$ cat config.mk
export PLATFORM = sky130hd
export DESIGN_NAME = load_store_unit
export DESIGN_NICKNAME = d
export VERILOG_FILES = /design/src/rtl/lsu_pkg.sv /design/src/rtl/load_extract.sv /design/src/rtl/load_store_unit.sv
export SDC_FILE = /design/constraint.sdc
export NUM_CORES = 1
export LEC_CHECK = 0
export CAP_MARGIN = 20
export CORE_ASPECT_RATIO = 1.25
export CORE_MARGIN = 5
export CORE_UTILIZATION = 49
export DETAILED_ROUTE_END_ITERATION = 8
export PLACE_DENSITY = 0.89
export SLEW_MARGIN = 5
export SYNTH_ARGS = -nofsm -noshare
export SYNTH_HDL_FRONTEND = slang
export SYNTH_SLANG_ARGS = --single-unit
$ cat constraint.sdc
create_clock -name clk -period 3.9 [get_ports clk]
set_input_delay 1.17 -clock clk [delete_from_list [all_inputs] [get_ports clk]]
set_output_delay 1.17 -clock clk [all_outputs]
set_load 0.01 [all_outputs]
$ cat src/rtl/lsu_pkg.sv
// Shared encodings for the load/store unit: RV funct3 codes, memory ctrl codes,
// FSM state encoding and the access-size helper.
package lsu_pkg;

   localparam logic [2:0] F3_B  = 3'b000;
   localparam logic [2:0] F3_H  = 3'b001;
   localparam logic [2:0] F3_W  = 3'b010;
   localparam logic [2:0] F3_BU = 3'b100;
   localparam logic [2:0] F3_HU = 3'b101;

   localparam logic [2:0] CTRL_BYTE = 3'b000;
   localparam logic [2:0] CTRL_HALF = 3'b001;
   localparam logic [2:0] CTRL_WORD = 3'b010;

   typedef enum logic [1:0] {
      IDLE = 2'd0,
      ACC0 = 2'd1,
      ACC1 = 2'd2,
      RESP = 2'd3
   } state_t;

   // Bytes touched by an access; illegal codes fall through to word size.
   function automatic logic [2:0] access_size(input logic [2:0] funct3);
      case (funct3)
         F3_B, F3_BU: access_size = 3'd1;
         F3_H, F3_HU: access_size = 3'd2;
         default:     access_size = 3'd4;
      endcase
   endfunction

endpackage

$ cat src/rtl/load_extract.sv
// Combinational load aligner: shifts a two-word window right by the byte offset
// and sign/zero extends the selected byte, half or word.
module load_extract
   import lsu_pkg::*;
(
   input  logic [63:0] data,
   input  logic [1:0]  off,
   input  logic [2:0]  funct3,
   output logic [31:0] ext
);

   logic [31:0] shifted;

   always_comb begin
      shifted = 32'(data >> {off, 3'b000});
      case (funct3)
         F3_B:    ext = {{24{shifted[7]}}, shifted[7:0]};
         F3_H:    ext = {{16{shifted[15]}}, shifted[15:0]};
         F3_W:    ext = shifted;
         F3_BU:   ext = {24'b0, shifted[7:0]};
         F3_HU:   ext = {16'b0, shifted[15:0]};
         default: ext = '0;
      endcase
   end

endmodule

$ cat src/rtl/load_store_unit.sv
// Pipeline-side front end for the byte-addressable data memory: one request per
// handshake, word-aligned loads with extraction, boundary-crossing loads split in two.
module load_store_unit
   import lsu_pkg::*;
#(
   parameter int WORD_SIZE = 32,
   parameter int ADDR_BITS = 10
) (
   input  logic                 clk,
   input  logic                 rst_n,
   input  logic                 req_valid,
   output logic                 req_ready,
   input  logic                 req_we,
   input  logic [2:0]           req_funct3,
   input  logic [WORD_SIZE-1:0] req_addr,
   input  logic [WORD_SIZE-1:0] req_wdata,
   output logic                 resp_valid,
   output logic [WORD_SIZE-1:0] resp_rdata,
   output logic                 resp_err,
   output logic                 mem_write_en,
   output logic [WORD_SIZE-1:0] mem_addr,
   output logic [WORD_SIZE-1:0] mem_write_data,
   output logic [2:0]           mem_ctrl,
   input  logic [WORD_SIZE-1:0] mem_rdata
);

   if (ADDR_BITS < 3 || ADDR_BITS > WORD_SIZE) begin : g_bad_addr_bits
      $error("load_store_unit: ADDR_BITS out of range");
   end

   state_t               state, state_nxt;
   logic                 r_we;
   logic [2:0]           r_f3;
   logic [WORD_SIZE-1:0] r_addr, r_wdata, lo;
   logic [WORD_SIZE-1:0] aligned, ext;
   logic [63:0]          window;
   logic [2:0]           size;
   logic                 accept, illegal, split, done_ld;

   assign accept  = req_valid && req_ready;
   assign illegal = req_we ? (req_funct3 > F3_W)
                           : (req_funct3 == 3'b011 || req_funct3[2:1] == 2'b11);
   assign size    = access_size(r_f3);
   assign split   = ({2'b00, r_addr[1:0]} + {1'b0, size}) > 4'd4;
   assign aligned = {r_addr[WORD_SIZE-1:2], 2'b00};

   // ACC1 sees the upper word live on mem_rdata; the lower word was captured in ACC0.
   assign window  = (state == ACC1) ? {mem_rdata, lo} : {32'b0, mem_rdata};
   assign done_ld = (state == ACC1) || (state == ACC0 && !r_we && !split);

   load_extract u_extract (
      .data   (window),
      .off    (r_addr[1:0]),
      .funct3 (r_f3),
      .ext    (ext)
   );

   always_ff @(posedge clk or negedge rst_n) begin
      if (!rst_n) state <= IDLE;
      else        state <= state_nxt;
   end

   always_comb begin
      state_nxt = state;
      case (state)
         IDLE, RESP: begin
            if (accept)      state_nxt = illegal ? RESP : ACC0;
            else             state_nxt = IDLE;
         end
         ACC0:    state_nxt = (!r_we && split) ? ACC1 : RESP;
         ACC1:    state_nxt = RESP;
         default: state_nxt = IDLE;
      endcase
   end

   always_comb begin
      req_ready      = 1'b0;
      resp_valid     = 1'b0;
      mem_write_en   = 1'b0;
      mem_addr       = '0;
      mem_write_data = '0;
      mem_ctrl       = CTRL_WORD;
      case (state)
         IDLE: req_ready = 1'b1;
         ACC0: begin
            if (r_we) begin
               mem_write_en   = 1'b1;
               mem_addr       = r_addr;
               mem_write_data = r_wdata;
               mem_ctrl       = r_f3;
            end else begin
               mem_addr = aligned;
            end
         end
         ACC1: mem_addr = aligned + WORD_SIZE'(4);
         RESP: begin
            req_ready  = 1'b1;
            resp_valid = 1'b1;
         end
         default: ;
      endcase
   end

   // Response fields only change on the edge that enters RESP.
   always_ff @(posedge clk or negedge rst_n) begin
      if (!rst_n) begin
         r_we       <= 1'b0;
         r_f3       <= '0;
         r_addr     <= '0;
         r_wdata    <= '0;
         lo         <= '0;
         resp_rdata <= '0;
         resp_err   <= 1'b0;
      end else begin
         if (accept) begin
            r_we    <= req_we;
            r_f3    <= req_funct3;
            r_addr  <= req_addr;
            r_wdata <= req_wdata;
         end
         if (state == ACC0) lo <= mem_rdata;
         if (accept && illegal) begin
            resp_rdata <= '0;
            resp_err   <= 1'b1;
         end else if (state == ACC0 && r_we) begin
            resp_rdata <= '0;
            resp_err   <= 1'b0;
         end else if (done_ld) begin
            resp_rdata <= ext;
            resp_err   <= 1'b0;
         end
      end
   end

endmodule

# Word level (Yosys, flattened, before mapping)
# Cells that the tools add are included.
# Widths: inputs -> output; s select.
word_totals:
  register_bits: 135
  word_cells: 62
classes:
  n_reduce_logical: 16
  shift: 1
  magnitude_cmp: 2
  muxes: 24
  addsub: 2
  eq_ne: 9
ops:
  columns: ["op", "count"]
  rows:
  - ["$mux 32", 5]
  - ["$pmux 32 s5", 1]
  - ["$mux 64", 1]
  - ["$pmux 32 s2", 1]
  - ["$shr 64x5->32", 1]
  - ["$add 32x3->32 const B", 1]
  - ["$mux 1", 9]
  - ["$eq 2x2->1 const B", 3]
  - ["$eq 3x2->1 const B", 2]
  - ["$eq 3x3->1 const B", 2]
  - ["$logic_and 1x1->1", 6]
  - ["$mux 2", 3]
  - ["$mux 3", 2]
  - ["$pmux 2 s3", 1]
  - ["$pmux 3 s2", 1]
  - ["$reduce_or 2->1", 3]
  - ["$add 2x3->4", 1]
  - ["$gt 4x3->1 const B", 1]
  - ["$eq 3x1->1 const B", 1]
  - ["$gt 3x2->1 const B", 1]
  - ["$logic_not 3->1", 1]
  - ["$reduce_bool 3->1", 1]
  - ["$eq 2x1->1 const B", 1]
  - ["$logic_not 1->1", 2]
  - ["other kinds (2)", 3]

# Longest topological paths before layout
logic_depth:
  depth_word: 11
  mapped_depth: 10

# By module
# A second synthesis with hierarchy kept.
hier_totals:
  hier_cells: 772
  hier_area_um2: 8260.4
by_module_without_submodules:
  columns: ["module", "cells_per_inst", "instances", "area_each_um2"]
  rows:
  - ["load_store_unit", 657, 1, 7040.5]
  - ["load_extract", 115, 1, 1219.9]

# Least setup slack after synthesis
# No wires, ideal clock.
synth_timing:
  kind: "register -> output"
  start: "reg state[0]"
  end: "out mem_addr[24]"
  path_stages_with_launch: 8
  slack_ns: 0.735
  required_time_ns: 2.730
  t_arrival_ns: 1.995
  path_buffers: 3
  cell_sequence: "dfrtp_1 > inv_1 > ha_1 > buf_4 > clkbuf_1 > nand2_1 > clkbuf_1 > o41ai_1"
synth_between:
  elab_chain_cells: 2
  word_cells_on_any_way: 3
  classes_between: "eq/ne: 2; mux: 1"
synth_lines:
  columns: ["element", "line_no", "text"]
  rows:
  - ["from (decl)", "load_store_unit.sv:31", "state_t state, state_nxt;"]
  - ["from (signal assigned)", "load_store_unit.sv:60", "else state <= state_nxt;"]
  - ["$eq 2x2->1 / $eq 2x1->1 (equally long branches)", "load_store_unit.sv:83", "case (state)"]
  - ["$pmux 32 s2 (*)", "load_store_unit.sv:83", null]
  - ["to (decl)", "load_store_unit.sv:21", "output logic [WORD_SIZE-1:0] mem_addr,"]
# Every way passes the cells marked *; elsewhere a longest branch is shown, timed or not.

# Worst setup path in the final report
layout_timing:
  start: "reg r_addr[3]"
  end: "out mem_addr[10]"
layout_between:
  elab_chain_cells: 2
layout_lines:
  columns: ["element", "line_no", "text"]
  rows:
  - ["from (decl)", "load_store_unit.sv:34", "logic [WORD_SIZE-1:0] r_addr, r_wdata, lo;"]
  - ["from (signal assigned)", "load_store_unit.sv:118", "r_addr <= req_addr;"]
  - ["$add 32x3->32", "load_store_unit.sv:95", "ACC1: mem_addr = aligned + WORD_SIZE'(4);"]
  - ["$pmux 32 s2", "load_store_unit.sv:83", null]
# No other way between the ends.

==> flow_summary.json <==
{
  "run_status": "finished, final reports clean",
  "pin_count": 206,
  "slew_headroom_pct": 49.1,
  "syn_area_mm2": 0.00764,
  "dp_hpwl_um": 16900,
  "place_inst": 1108,
  "path_clk_slew_ns": 0.06,
  "netlist_top_cells_area": "dfrtp_1 44%, mux2_2 16%, mux2i_1 4.5%, and3_1 3.2%, nand2_1 2.8%",
  "combPwrFrac_pct": 54.9,
  "synth_cells": 722,
  "area_growth_pct": 40.7,
  "core-area_mm2": 0.0154,
  "grt_first_pass_wirelength_um": 37100,
  "finalSetupViolations": 0,
  "ys_ff_latch": 135,
  "final.period_utilization_pct": 98.2,
  "setup_slack_ns": 0.0694,
  "leakagePower_nw": 4.61,
  "synth_top_area_share_pct": 44.2,
  "fp-row-count": 51,
  "fin_cells": 1156,
  "routedWlPerCell_um": 20.7,
  "routed_wl_um": 24000,
  "worstHoldPathCells": 1,
  "syn_area_per_cell_um2": 10.6,
  "cts-root-buf": "clkbuf_16",
  "drtAntennaViolNets": 0,
  "hold_buffers": 0,
  "seq_area_frac_synth_pct": 44.2,
  "critPathKind": "reg2out",
  "final.min_clock_period_ns": 3.83,
  "cts.path.max_buffers": 2,
  "htree_levels": 4,
  "async_flop_share_pct": 100,
  "synth_enable_flop_cells": 0,
  "hold_path_class": "reg2reg",
  "port_buffers": 205,
  "clk_latency_ns": 0.42,
  "drt-initial-drc-count": 882,
  "worstPathArrival_ns": 2.66,
  "cp_max_fo": 5,
  "numCtsBuffers": 17,
  "required_ns": 2.73,
  "finalHoldViolations": 0,
  "p_clk_share_pct": 17.3,
  "start_util_pct": 49.5,
  "finalClockSkew_ns": 0.00713,
  "switching_share_pct": 40.9,
  "postSynthNetCount": 833,
  "grt_usage_pct": 25.9,
  "vias": 7034,
  "cts_tree": "built",
  "drive_gt1_share_pct": 22.7,
  "yosysTopAreaCell": "dfrtp_1",
  "switchingPower_mw": 3.77,
  "layout_common_cells": "195 x clkdlybuf4s50_1, 128 x dfrtp_1, 109 x mux2_2",
  "intPower_mw": 5.44,
  "p_seq_share_pct": 27.8,
  "antenna_found_initial": 2,
  "drv_slew": 0,
  "nFillCells": 1088,
  "grt_remaining_overflow": 0,
  "die_w_um": 122,
  "yosysUniqueCellTypes": 64,
  "cp-start-kind": "register",
  "drcViolationCount": 0,
  "slowest_stage": "clkdlybuf4s50_1",
  "r2r_cells": 9,
  "nets": 1040,
  "register_area_mm2": 0.00339,
  "grt_max_degree": 73,
  "pre_cts_slack_ns": 0.333,
  "final_common_cell": "clkdlybuf4s50_1",
  "yosys_warnings": 0,
  "cap_violations": 0,
  "clkSinkCount": 135,
  "drtPass1Iterations": 6,
  "worstSetupEndpointType": "output pin",
  "powerDensity_mw_per_mm2": 857,
  "die_h_um": 150,
  "fmax_mhz": 261,
  "multiInputGateArea_mm2": 0.00407,
  "crit_path_max_incr_delay_ns": 0.58,
  "crit_chain": "ha_4, nand4_1, or2_1, or3_1, a21oi_1, clkdlybuf4s50_1",
  "ir_drop_mv": 0.417,
  "routabilityCongestion": 0.950,
  "worst_slew_pin_slew_ns": 0.761,
  "grt_pass1_vias": 6902,
  "vias_per_cell": 6.08,
  "die_area_mm2": 0.0182,
  "synth_ff_type": "dfrtp_1"
}
==> sequential cells by signal, indices dropped and copies added (netlist names) <==
register	flops
lo	32
r_addr	32
r_wdata	32
resp_rdata	32
r_f3	3
state	2
r_we	1
resp_err	1
==> power by group through the flow <==
stage	sequential, mW	combinational [mW]	clock, mW
3_3_place_gp	2.50	4.70	0
3_5_place_dp	2.56	4.81	0
2_1_floorplan	2.41	3.20	0
4_1_cts	2.54	4.88	1.61
6_report	2.56	5.06	1.59
5_1_grt	2.63	5.42	1.68
==> what timing repair did <==
item	in CTS	in global routing
pin swaps	0	2
gates resized for setup	5	24
setup buffers	4	9
setup endpoints to repair	6	18
==> stage by stage <==
stage	area (um2)	utilization, %	power (mW)	setup TNS, ns	hold slack, ns
floorplan	7640	-	5.62	0	0.472
global placement	9940	64.4	7.20	0	0.480
detailed placement	9940	64.4	7.37	0	0.486
CTS	10600	68.5	9.04	-0.0341	0.499
global route	10800	69.6	9.74	-0.0173	0.506
finish	10800	69.6	9.21	0	0.496
==> worst paths after layout <==
check	startpoint	end	slack, ns
worst max-delay path	r_addr[3]$_DFFE_PN0P_	mem_addr[10]	0.07
min in group asynchronous	rst_n	r_addr[19]$_DFFE_PN0P_	0.74
max in group asynchronous	rst_n	r_addr[3]$_DFFE_PN0P_	2.40
worst min register to register	r_wdata[29]$_DFFE_PN0P_	r_wdata[29]$_DFFE_PN0P_	0.50
worst min-delay path	r_wdata[29]$_DFFE_PN0P_	r_wdata[29]$_DFFE_PN0P_	0.50
worst max register to register	state[0]$_DFF_PN0_	resp_rdata[19]$_DFFE_PN0P_	0.70
==> critical path: cells and delay by family (launching register included) <==
kind	cells	cell delay [ns]
simple gates	3	0.84
buf+inv	1	0.58
flops	1	0.42
compound gates	1	0.23
fa+ha+maj	1	0.17
==> synth_stat cells, types with 15 or more instances <==
cell / instances
mux2i_1: 34
buf_1: 16
nand2_1: 56
o21ai_1: 15
nor2_1: 26
and3_1: 39
o21ai_0: 30
a221o_1: 16
o22ai_1: 17
nand3_1: 23
mux2_2: 109
a21oi_1: 29
dfrtp_1: 135
clkbuf_1: 31
a22o_1: 15
==> cell families (layout without fill, tap and decap cells) <==
group                    count (synthesis)  in the layout  share of synthesized area, %
buffers and inverters                   68            288                          3.57
adder cells (fa/ha/maj)                  8              8                          1.41
XOR/XNOR                                 1              1                         0.115
multiplexers                           151            151                          21.8
other                                    0              2                             0
AO/OA/AOI/OAI                          171            171                          15.7
flip-flops                             135            135                          44.2
AND/OR/NAND/NOR                        188            188                          13.1
==> routing by layer <==
metal / routed length, um / part of all wire, % / global-route usage (%) / vias to the layer above
li1: - / - / - / 3145
met1: 8810 / 37 / 31.5 / 3385
met5: 0 / 0 / 0 / -
met2: 12100 / 50 / 44.3 / 412
met3: 2010 / 8.4 / 4.99 / 92
met4: 1090 / 4.5 / 11.9 / 0
==> area by class of cell <==
type                       count  share of cell area, %
antenna                        2                 0.0466
clock buffer                  18                   4.09
clock inverter                14                   1.41
inverter                      14                  0.524
multi-input combinational    519                   37.9
sequential                   135                   31.5
tap                          212                   2.47
timing repair buffer         242                   22.1
Power figures use the tool's default switching activity.
